$ cat config.mk
export PLATFORM = sky130hd
export DESIGN_NAME = modulo_ctrl
export DESIGN_NICKNAME = d
export VERILOG_FILES = /design/src/rtl/modulo_ctrl.sv
export SDC_FILE = /design/constraint.sdc
export NUM_CORES = 1
export LEC_CHECK = 0
export BUFFER_PORTS_ARGS = -buffer_cell sky130_fd_sc_hd__buf_2
export CORE_ASPECT_RATIO = 1.25
export CORE_MARGIN = 1
export CORE_UTILIZATION = 51
export CTS_BUF_LIST = sky130_fd_sc_hd__clkbuf_16
export CTS_CLUSTER_DIAMETER = 200
export DETAILED_ROUTE_END_ITERATION = 8
export HOLD_SLACK_MARGIN = 0.15
export MAX_ROUTING_LAYER = met4
export PLACE_DENSITY_LB_ADDON = 0.12
export SYNTH_ARGS = -nofsm -noshare
export SYNTH_HDL_FRONTEND = slang
export SYNTH_SLANG_ARGS = --single-unit
$ cat constraint.sdc
create_clock -name clk -period 3.28 [get_ports clk]
set_input_delay 0.164 -clock clk [delete_from_list [all_inputs] [get_ports clk]]
set_output_delay 0.164 -clock clk [all_outputs]
set_load 0.1 [all_outputs]
$ cat src/rtl/modulo_ctrl.sv
// Sequencer for the modulo datapath: computes a_i mod b_i by repeated compare/subtract
// through an external combinational ALU. Optional quotient output under MODULO_QUOT_EN.
module modulo_ctrl #(
    parameter int unsigned WIDTH = 16
) (
    input  logic             clk,
    input  logic             rst,
    input  logic             start_i,
    input  logic [WIDTH-1:0] a_i,
    input  logic [WIDTH-1:0] b_i,
    output logic             ready_o,
    output logic             done_o,
    output logic [WIDTH-1:0] result_o,
    output logic             div_zero_o,
    output logic [2:0]       alu_mode_o,
    output logic [WIDTH-1:0] alu_op_a_o,
    output logic [WIDTH-1:0] alu_op_b_o,
    input  logic [WIDTH-1:0] alu_res_i
`ifdef MODULO_QUOT_EN
    ,
    output logic [WIDTH-1:0] quot_o
`endif
);

    localparam logic [2:0] MODE_CMP  = 3'd0;
    localparam logic [2:0] MODE_DIFF = 3'd1;
    localparam logic [2:0] MODE_IDLE = 3'd2;

    typedef enum logic [1:0] {
        IDLE = 2'd0,
        CMP  = 2'd1,
        SUB  = 2'd2,
        DONE = 2'd3
    } state_t;

    state_t           state_q;
    state_t           state_d;
    logic [WIDTH-1:0] rem_q;
    logic [WIDTH-1:0] div_q;
    logic             div_is_zero;

`ifdef MODULO_QUOT_EN
    logic [WIDTH-1:0] quot_q;
`endif

    assign div_is_zero = (div_q == '0);

    // State register
    always_ff @(posedge clk) begin
        if (rst) begin
            state_q <= IDLE;
        end else begin
            state_q <= state_d;
        end
    end

    // Next-state logic; the ALU is combinational so its result steers this cycle's decision
    always_comb begin
        state_d = state_q;
        case (state_q)
            IDLE: begin
                if (start_i) begin
                    state_d = (b_i == '0) ? DONE : CMP;
                end
            end
            CMP:     state_d = (alu_res_i == '0) ? SUB : DONE;
            SUB:     state_d = CMP;
            DONE:    state_d = IDLE;
            default: state_d = IDLE;
        endcase
    end

    // Moore output decode
    always_comb begin
        ready_o    = 1'b0;
        done_o     = 1'b0;
        alu_mode_o = MODE_IDLE;
        alu_op_a_o = '0;
        alu_op_b_o = '0;
        case (state_q)
            IDLE: ready_o = 1'b1;
            CMP: begin
                alu_mode_o = MODE_CMP;
                alu_op_a_o = rem_q;
                alu_op_b_o = div_q;
            end
            SUB: begin
                alu_mode_o = MODE_DIFF;
                alu_op_a_o = rem_q;
                alu_op_b_o = div_q;
            end
            DONE:    done_o = 1'b1;
            default: ;
        endcase
    end

    // Operand, remainder and result registers
    always_ff @(posedge clk) begin
        if (rst) begin
            rem_q      <= '0;
            div_q      <= '0;
            result_o   <= '0;
            div_zero_o <= 1'b0;
        end else begin
            case (state_q)
                IDLE: begin
                    if (start_i) begin
                        rem_q <= a_i;
                        div_q <= b_i;
                    end
                end
                SUB: rem_q <= alu_res_i;
                DONE: begin
                    result_o   <= div_is_zero ? '0 : rem_q;
                    div_zero_o <= div_is_zero;
                end
                default: ;
            endcase
        end
    end

`ifdef MODULO_QUOT_EN
    // Quotient counts subtract steps; a zero divisor never subtracts so it stays 0
    always_ff @(posedge clk) begin
        if (rst) begin
            quot_q <= '0;
            quot_o <= '0;
        end else begin
            case (state_q)
                IDLE: begin
                    if (start_i) begin
                        quot_q <= '0;
                    end
                end
                SUB:  quot_q <= quot_q + WIDTH'(1);
                DONE: quot_o <= div_is_zero ? '0 : quot_q;
                default: ;
            endcase
        end
    end
`endif

endmodule

# [Word level (Yosys, flattened, before mapping)]
# Index checks and enable logic that the tools add are counted.
[word_totals] latch_bits=0 rom_bits=0 ramBits=0 regBits=51 in_bits=51 mem_count=0 output_inout_bits=54 elab_cells=29
[op_classes] add_sub_neg=0 shifts=0 muxes=12 bitwise=0 magnitude_cmp=0 reduce_logical=8 mul=0 n_eq_ne=4 n_div=0
[op_table] operator="$mux 16" count=4
[op_table] operator="$logic_not 16->1" count=3
[op_table] operator="$pmux 16 s2" count=1
[op_table] operator="$pmux 2 s4" count=1
[op_table] operator="$eq 2x2->1 const B" count=2
[op_table] operator="$mux 2" count=2
[op_table] operator="$pmux 2 s2" count=1
[op_table] operator="$reduce_and 2->1" count=2
[op_table] operator="$mux 1" count=3
[op_table] operator="$eq 2x1->1 const B" count=1
[op_table] operator="$logic_not 2->1" count=1
[op_table] operator="$ne 2x2->1 const B" count=1
[op_table] operator="$reduce_bool 2->1" count=1
[op_table] operator="$reduce_or 2->1" count=1

# [Longest topological paths before layout]
# Gate-level depths: netlist (run 1).
[depth] ltp_word=4 mapped_depth=7 ltp_nobuf=5

# [Worst setup path before layout (run 1)]
# OpenSTA, ideal clock, no wires.
[synth_path] path_kind="register to register" startpoint="register state_q[0]" endpoint="register rem_q[0]" t_required_ns=3.194 t_arrival_ns=2.283 stages_incl_launch_ff=8 path_slack_ns=0.911 period_less_slack_ns=2.369 setup_time_ns=0.086 cell_sequence="dfxtp_1 -> inv_1 -> ha_1 -> buf_2 -> mux2_2 -> clkbuf_1 -> nor2_1 -> a211oi_1"
[synth_between] elab_chain_cells=3
[synth_rtl] item="start, declared" line_no="36" rtl="state_t state_q;"
[synth_rtl] item="start signal, assigned" line_no="53" rtl="state_q <= state_d;"
[synth_rtl] item="$eq 2x2->1 / $logic_not 2->1 (equally long branches)" line_no="105" rtl="case (state_q)"
[synth_rtl] item="$reduce_bool 2->1 (no line) / $ne 2x2->1 (equally long branches)"
[synth_rtl] item="$reduce_and 2->1 (no line)"
[synth_rtl] item="end signal, assigned" line_no="108" rtl="rem_q <= a_i;"
[synth_rtl] item="end signal, assigned" line_no="112" rtl="SUB: rem_q <= alu_res_i;"
[synth_rtl] item="end, declared" line_no="38" rtl="logic [WIDTH-1:0] rem_q;"
# Parallel ways exist; a longest one is shown, timed or not.
# A chain may end at the register's enable or synchronous reset.

# [Worst setup path in the final report (run 1)]
[layout_path] startpoint="register state_q[0]" endpoint="output port alu_op_b_o[1]"
[layout_between] elab_chain_cells=3
[layout_rtl] item="$eq 2x2->1 / $eq 2x1->1 (equally long branches)" line_no="80" rtl="case (state_q)"
[layout_rtl] item="$reduce_or 2->1 (no line) (*)"
[layout_rtl] item="$mux 16 (*)" line_no="80"
[layout_rtl] item="end, declared" line_no="17" rtl="output logic [WIDTH-1:0] alu_op_b_o,"
# Mark *: on every way between the ends. The rest lies on a longest branch, timed or not.

==> impl_metrics.py, run 1 <==
metrics = {
    "routing": {
        "drtIter0Drc": 108,
        "via_per_inst": 5.30,
        "vias": 2330,
        "drc": 0,
        "ant_nets": 0,
        "drt_wl_total_mm": 6.04,
        "first_pass_iters": 4,
        "wl_per_cell_um": 13.7,
    },
    "floorplanning": {
        "die_x_um": 64.1,
        "io_pins": 105,
        "die_h_um": 79.6,
        "die-area_sq_um": 5100,
        "initial_core_util_pct": 54.2,
        "core.rowCount": 27,
        "core_region_area_sq_um": 4530,
    },
    "grt": {
        "grt_max_degree": 34,
        "first_global_vias": 2112,
        "track_usage_pct": 25.6,
        "grt_pass1_wl_mm": 9.80,
        "antenna_found_initial": 0,
        "grt-ovfl-total": 0,
    },
    "synthesis": {
        "yosys_warnings": 0,
        "synthesis.nets": 330,
        "yosysSeqAreaShare_pct": 41.6,
        "synth_edf_count": 0,
        "syn_inst": 275,
        "ys_types": 33,
        "postSynthAreaPerCell_sq_um": 8.93,
        "synth-seq-cells": 51,
        "synth.cell_area_sq_um": 2450,
        "synth_ff_type": "dfxtp_1",
        "synthArstFlopShare_pct": 0,
    },
    "timing": {
        "tns_ps": 0,
        "hold_violations": 0,
        "fin_worst_skew_ps": 4.55,
        "rsz0062_at_grt": "no",
        "tightest_slew_ps": 943,
        "max_slew_margin_pct": 36.7,
        "setup_slack_ps": 814,
        "post-route-min-period_ps": 2470,
        "min_period_over_period_pct": 75.2,
        "maxSlewViolCount": 0,
        "setup_viol": 0,
        "max_freq_ghz": 0.406,
    },
    "job": {
        "drv_cap": 0,
    },
    "power_and_ir_drop": {
        "power_mw": 1.78,
        "cellLeakagePower_nw": 1.43,
        "irDropWorstVdd_mv": 0.331,
        "powerDensity_nw_per_um2": 548,
    },
    "critical_path": {
        "crit_path_max_fanout": 33,
        "required_ps": 3120,
        "r2r_cells": 3,
        "worstSetupStartpointType": "flop",
        "crit_path_end_kind": "output port",
        "criticalPathCategory": "flop to output port",
        "arrival_ps": 2300,
    },
    "place": {
        "gp_congestion": 0.862,
        "hpwl_mm": 4.20,
        "io_buffers": 103,
        "dp_slack_ps": 1080,
    },
    "layout": {
        "n_fill_cell": 392,
        "drive_above_1_share_pct": 30.6,
        "seq_area_sq_um": 1020,
        "syn2layout_area_growth_pct": 32.1,
        "antennaDiodeCount": 0,
        "nNetsFinal": 436,
        "multiInputGateArea_sq_um": 1290,
    },
    "clock_network": {
        "numCtsBuffers": 5,
        "cts_tree": "done",
        "h-tree-depth": 2,
        "clock-sinks": 51,
        "cts_buffer_depth": 2,
        "clk_pin_slew_ps": 60,
        "clock_latency_ps": 290,
        "clock_tree.root_cell": "clkbuf_16",
    },
    "min_path": {
        "min_path_type": "input pin to flop",
        "min_path_cells": 3,
    },
    "status": {
        "status": "finished clean",
    },
}
-- cells in the final DEF, fill, tap and decap left out --
| cell | instances |
|---|---|
| clkbuf_16 | 5 |
| o21ai_0 | 1 |
| dfxtp_1 | 51 |
| nand3_1 | 2 |
| a211oi_1 | 32 |
| nor4_1 | 8 |
| nand4_1 | 1 |
| buf_4 | 3 |
| a21oi_1 | 17 |
| or4_1 | 1 |
| ha_1 | 4 |
| conb_1 | 1 |
| and2_1 | 32 |
| and4_1 | 1 |
| nor2_1 | 18 |
| nand2_1 | 34 |
| nor4_4 | 1 |
| clkinv_2 | 1 |
| and3_1 | 1 |
| a41o_1 | 1 |
| a21o_1 | 1 |
| buf_2 | 103 |
| o22ai_1 | 1 |
| or3b_2 | 1 |
| and2_2 | 1 |
| dlygate4sd3_1 | 16 |
| mux2_2 | 1 |
| inv_1 | 7 |
| nor3_1 | 1 |
| mux2i_1 | 32 |
| nor3b_1 | 1 |
| a2bb2oi_1 | 1 |
| or4_4 | 1 |
-- stage by stage --
step                      area, sq um  hold slack [ps]  utilization [%]  std cells
after detailed placement         2940              421             65.0        416
after global routing             3240              214             71.6        440
after global placement           2940              419             65.0        416
after floorplan                  2450              300                -        275
final                            3240              215             71.6        440
after CTS                        3240              215             71.6        440
-- metal layers --
layer,GRT usage [%],part of all wire [%],vias up
met4,8.86,1.8,0
met5,-,0,-
met2,45.7,51,69
li1,-,-,1175
met3,6.29,4.7,11
met1,27.3,42,1075
-- area by class of cell --
type / instances / share of cell area, %
clock inverter: 3 / 0.386
clock buffer: 5 / 3.86
multi-input combinational: 196 / 39.9
tap: 58 / 2.24
inverter: 5 / 0.579
sequential: 51 / 31.5
timing repair buffer: 122 / 21.5
-- path summary, 6_finish.rpt --
check        startpoint       endpoint  slack [ps]
min reg2reg    div_q[4]       div_q[4]         470
min              a_i[3]       rem_q[3]         210
max          state_q[0]  alu_op_b_o[1]         810
max reg2reg    div_q[1]    result_o[8]        1270
-- report_power, final --
part	switching [mW]	internal, mW
registers	0.0378	0.668
clock network	0.211	0.276
logic	0.440	0.143
-- worst max-delay path: stages (launching register included) --
cell,delay (ps)
dfxtp_1,400
inv_1,90
ha_1,850
and2_2,250
buf_2,420
-- synthesized netlist by cell type, types with 4 or more instances --
| master | instances | share of area [%] |
|---|---|---|
| dfxtp_1 | 51 | 42 |
| nand2_1 | 34 | 5.2 |
| a211oi_1 | 32 | 9.8 |
| and2_1 | 32 | 8.2 |
| mux2i_1 | 32 | 13 |
| nor2_1 | 18 | 2.8 |
| a21oi_1 | 17 | 3.5 |
| clkbuf_1 | 16 | 2.4 |
| nor4_1 | 8 | 2.0 |
| inv_1 | 5 | 0.76 |
| ha_1 | 4 | 2.0 |
-- flip-flops by register name, summed over array words and instances (netlist names) --
signal / count
state_q: 2
result_o: 16
rem_q: 16
div_zero_o: 1
div_q: 16
-- timing repair --
| action | CTS | global route |
|---|---|---|
| hold endpoints to repair | 16 | 0 |
| resized for setup | 0 | 0 |
| setup endpoints to repair | 0 | 0 |
| buffers inserted | 0 | 0 |
| hold buffers | 16 | 0 |
-- cell families after synthesis --
group / Yosys count / share of synthesized area [%]
and+or+nand+nor: 104 / 22.2
buffers and inverters: 28 / 5.71
other: 1 / 0.153
muxes: 33 / 13.5
DFF: 51 / 41.6
AOI/OAI and AO/OA: 54 / 14.8
adders and majority gates: 4 / 2.04
No activity file was read; power rests on OpenSTA's default activity.
==> run 2: changes to the inputs <==
- CORE_UTILIZATION: 51 -> 43
- clock period: 3.28 -> 2.25 ns (I/O delays scaled with it)
==> impl_metrics.py, run 2 (synthesis results as in run 1) <==
metrics = {
    "routing": {
        "ant_nets": 0,
        "wl_per_cell_um": 13.7,
        "drc": 0,
        "vias": 2270,
        "via_per_inst": 5.07,
        "drtIter0Drc": 93,
        "drt_wl_total_mm": 6.13,
        "first_pass_iters": 4,
    },
    "grt": {
        "grt-ovfl-total": 0,
        "antenna_found_initial": 0,
        "first_global_vias": 2194,
        "grt_pass1_wl_mm": 10.3,
        "track_usage_pct": 21.9,
        "grt_max_degree": 34,
    },
    "layout": {
        "syn2layout_area_growth_pct": 33.6,
        "multiInputGateArea_sq_um": 1310,
        "drive_above_1_share_pct": 31.5,
        "layout_commonest_cell": "buf_2",
        "final_cell_mix": "103 x buf_2, 51 x dfxtp_1, 34 x nand2_1",
        "seq_area_sq_um": 1020,
        "n_fill_cell": 531,
        "final_cells": 448,
        "antennaDiodeCount": 0,
        "nNetsFinal": 438,
        "largestRegisters": "div_q: 16 flops, rem_q: 16 flops, result_o: 16 flops",
    },
    "job": {
        "drv_cap": 0,
    },
    "critical_path": {
        "slowest_delay_ps": 440,
        "crit_path_end_kind": "output port",
        "required_ps": 2140,
        "r2r-start": "state_q[0]",
        "r2r_cells": 5,
        "crit_path_cell_trace": "inv_1 -> ha_4 -> and2_1 -> buf_2",
        "ff2ff_setup_slack_ps": 370,
        "worstSetupStartpointType": "flop",
        "arrival_ps": 1880,
        "reg2reg_to": "rem_q[4]",
        "criticalPathCategory": "flop to output port",
        "startpoint": "state_q[0]",
        "crit_path_max_fanout": 33,
        "crit_slowest_cell": "ha_4",
    },
    "floorplanning": {
        "io_pins": 105,
        "die_h_um": 86.5,
        "core_region_area_sq_um": 5480,
        "core.rowCount": 30,
        "die-area_sq_um": 6020,
        "initial_core_util_pct": 44.8,
        "die_x_um": 69.6,
    },
    "power_and_ir_drop": {
        "power_mw": 2.61,
        "cellLeakagePower_nw": 1.44,
        "powerDensity_nw_per_um2": 794,
        "irDropWorstVdd_mv": 0.457,
    },
    "place": {
        "dp_slack_ps": 348,
        "hpwl_mm": 4.27,
        "io_buffers": 103,
        "gp_congestion": 0.758,
        "dp_cells": 424,
    },
    "timing": {
        "fin_worst_skew_ps": 5.12,
        "setup_viol": 0,
        "rsz0062_at_grt": "no",
        "hold_violations": 0,
        "max_slew_margin_pct": 60.3,
        "fin_hold_ws_ps": 166,
        "max_freq_ghz": 0.501,
        "maxSlewViolCount": 0,
        "min_period_over_period_pct": 88.7,
        "tns_ps": 0,
        "setup_slack_ps": 254,
        "tightest_slew_ps": 595,
        "post-route-min-period_ps": 2000,
    },
    "clock_network": {
        "h-tree-depth": 2,
        "clock_latency_ps": 280,
        "cts_buffer_depth": 2,
        "cts_tree": "done",
        "clock-sinks": 51,
        "clk_pin_slew_ps": 60,
        "numCtsBuffers": 5,
        "clock_tree.root_cell": "clkbuf_16",
    },
    "min_path": {
        "min_from": "a_i[3]",
        "whs_endpoint": "rem_q[3]",
        "min_path_type": "input pin to flop",
        "min_path_cells": 3,
    },
    "status": {
        "status": "finished clean",
    },
}
==> run 2: cell count changes in the layout (fill, tap and decap cells not counted), sizes merged <==
cell    change
buf         +2
clkinv      +1
inv         -1
==> run 2: critical path: cells and delay by family (launching register included) <==
kind / cells / cell delay (ps)
and+or+nand+nor: 1 / 190
adders and majority gates: 1 / 440
DFF: 1 / 410
buffers and inverters: 2 / 550
==> run 2: routing by layer <==
layer / vias to the layer above / routed length (um) / GRT usage (%)
met4: 0 / 70 / 6.31
met2: 57 / 3280 / 38.8
li1: 1174 / - / -
met1: 1031 / 2560 / 25.3
met3: 8 / 220 / 3.95
met5: - / 0 / -
==> run 2: through the flow <==
stage	cell area, sq um	util (%)
floorplan	2460	-
global route	3280	59.9
detailed placement	2970	54.3
finish	3280	59.9
global placement	2970	54.3
CTS	3270	59.7
==> run 2: area by class of cell <==
| cell class | count | share of cell area, % |
|---|---|---|
| tap | 64 | 2.44 |
| multi-input combinational | 196 | 40.0 |
| clock inverter | 3 | 0.343 |
| sequential | 51 | 31.1 |
| timing repair buffer | 124 | 21.7 |
| inverter | 5 | 0.572 |
| clock buffer | 5 | 3.81 |
==> run 2: power breakdown <==
part | leakage, nW | internal [mW] | switching, mW | total, mW
logic | 0.948 | 0.228 | 0.642 | 0.870
clock network | 0.0701 | 0.401 | 0.306 | 0.707
registers | 0.417 | 0.974 | 0.0543 | 1.03
==> run 2: worst max-delay path by stage <==
stage | end | slack (ps)
final | alu_op_b_o[14] | 250
after detailed placement | alu_op_b_o[1] | 350
after floorplan | rem_q[0] | 200
after global placement | alu_op_b_o[1] | 390
after CTS | alu_op_b_o[1] | 40
after global routing | alu_op_a_o[2] | 110
==> run 2: what timing repair did <==
| item | CTS | global route |
|---|---|---|
| setup buffers | 0 | 0 |
| setup endpoints to repair | 0 | 32 |
| hold buffers | 16 | 0 |
| resized for setup | 0 | 1 |
| endpoints found under the hold margin | 17 | 0 |
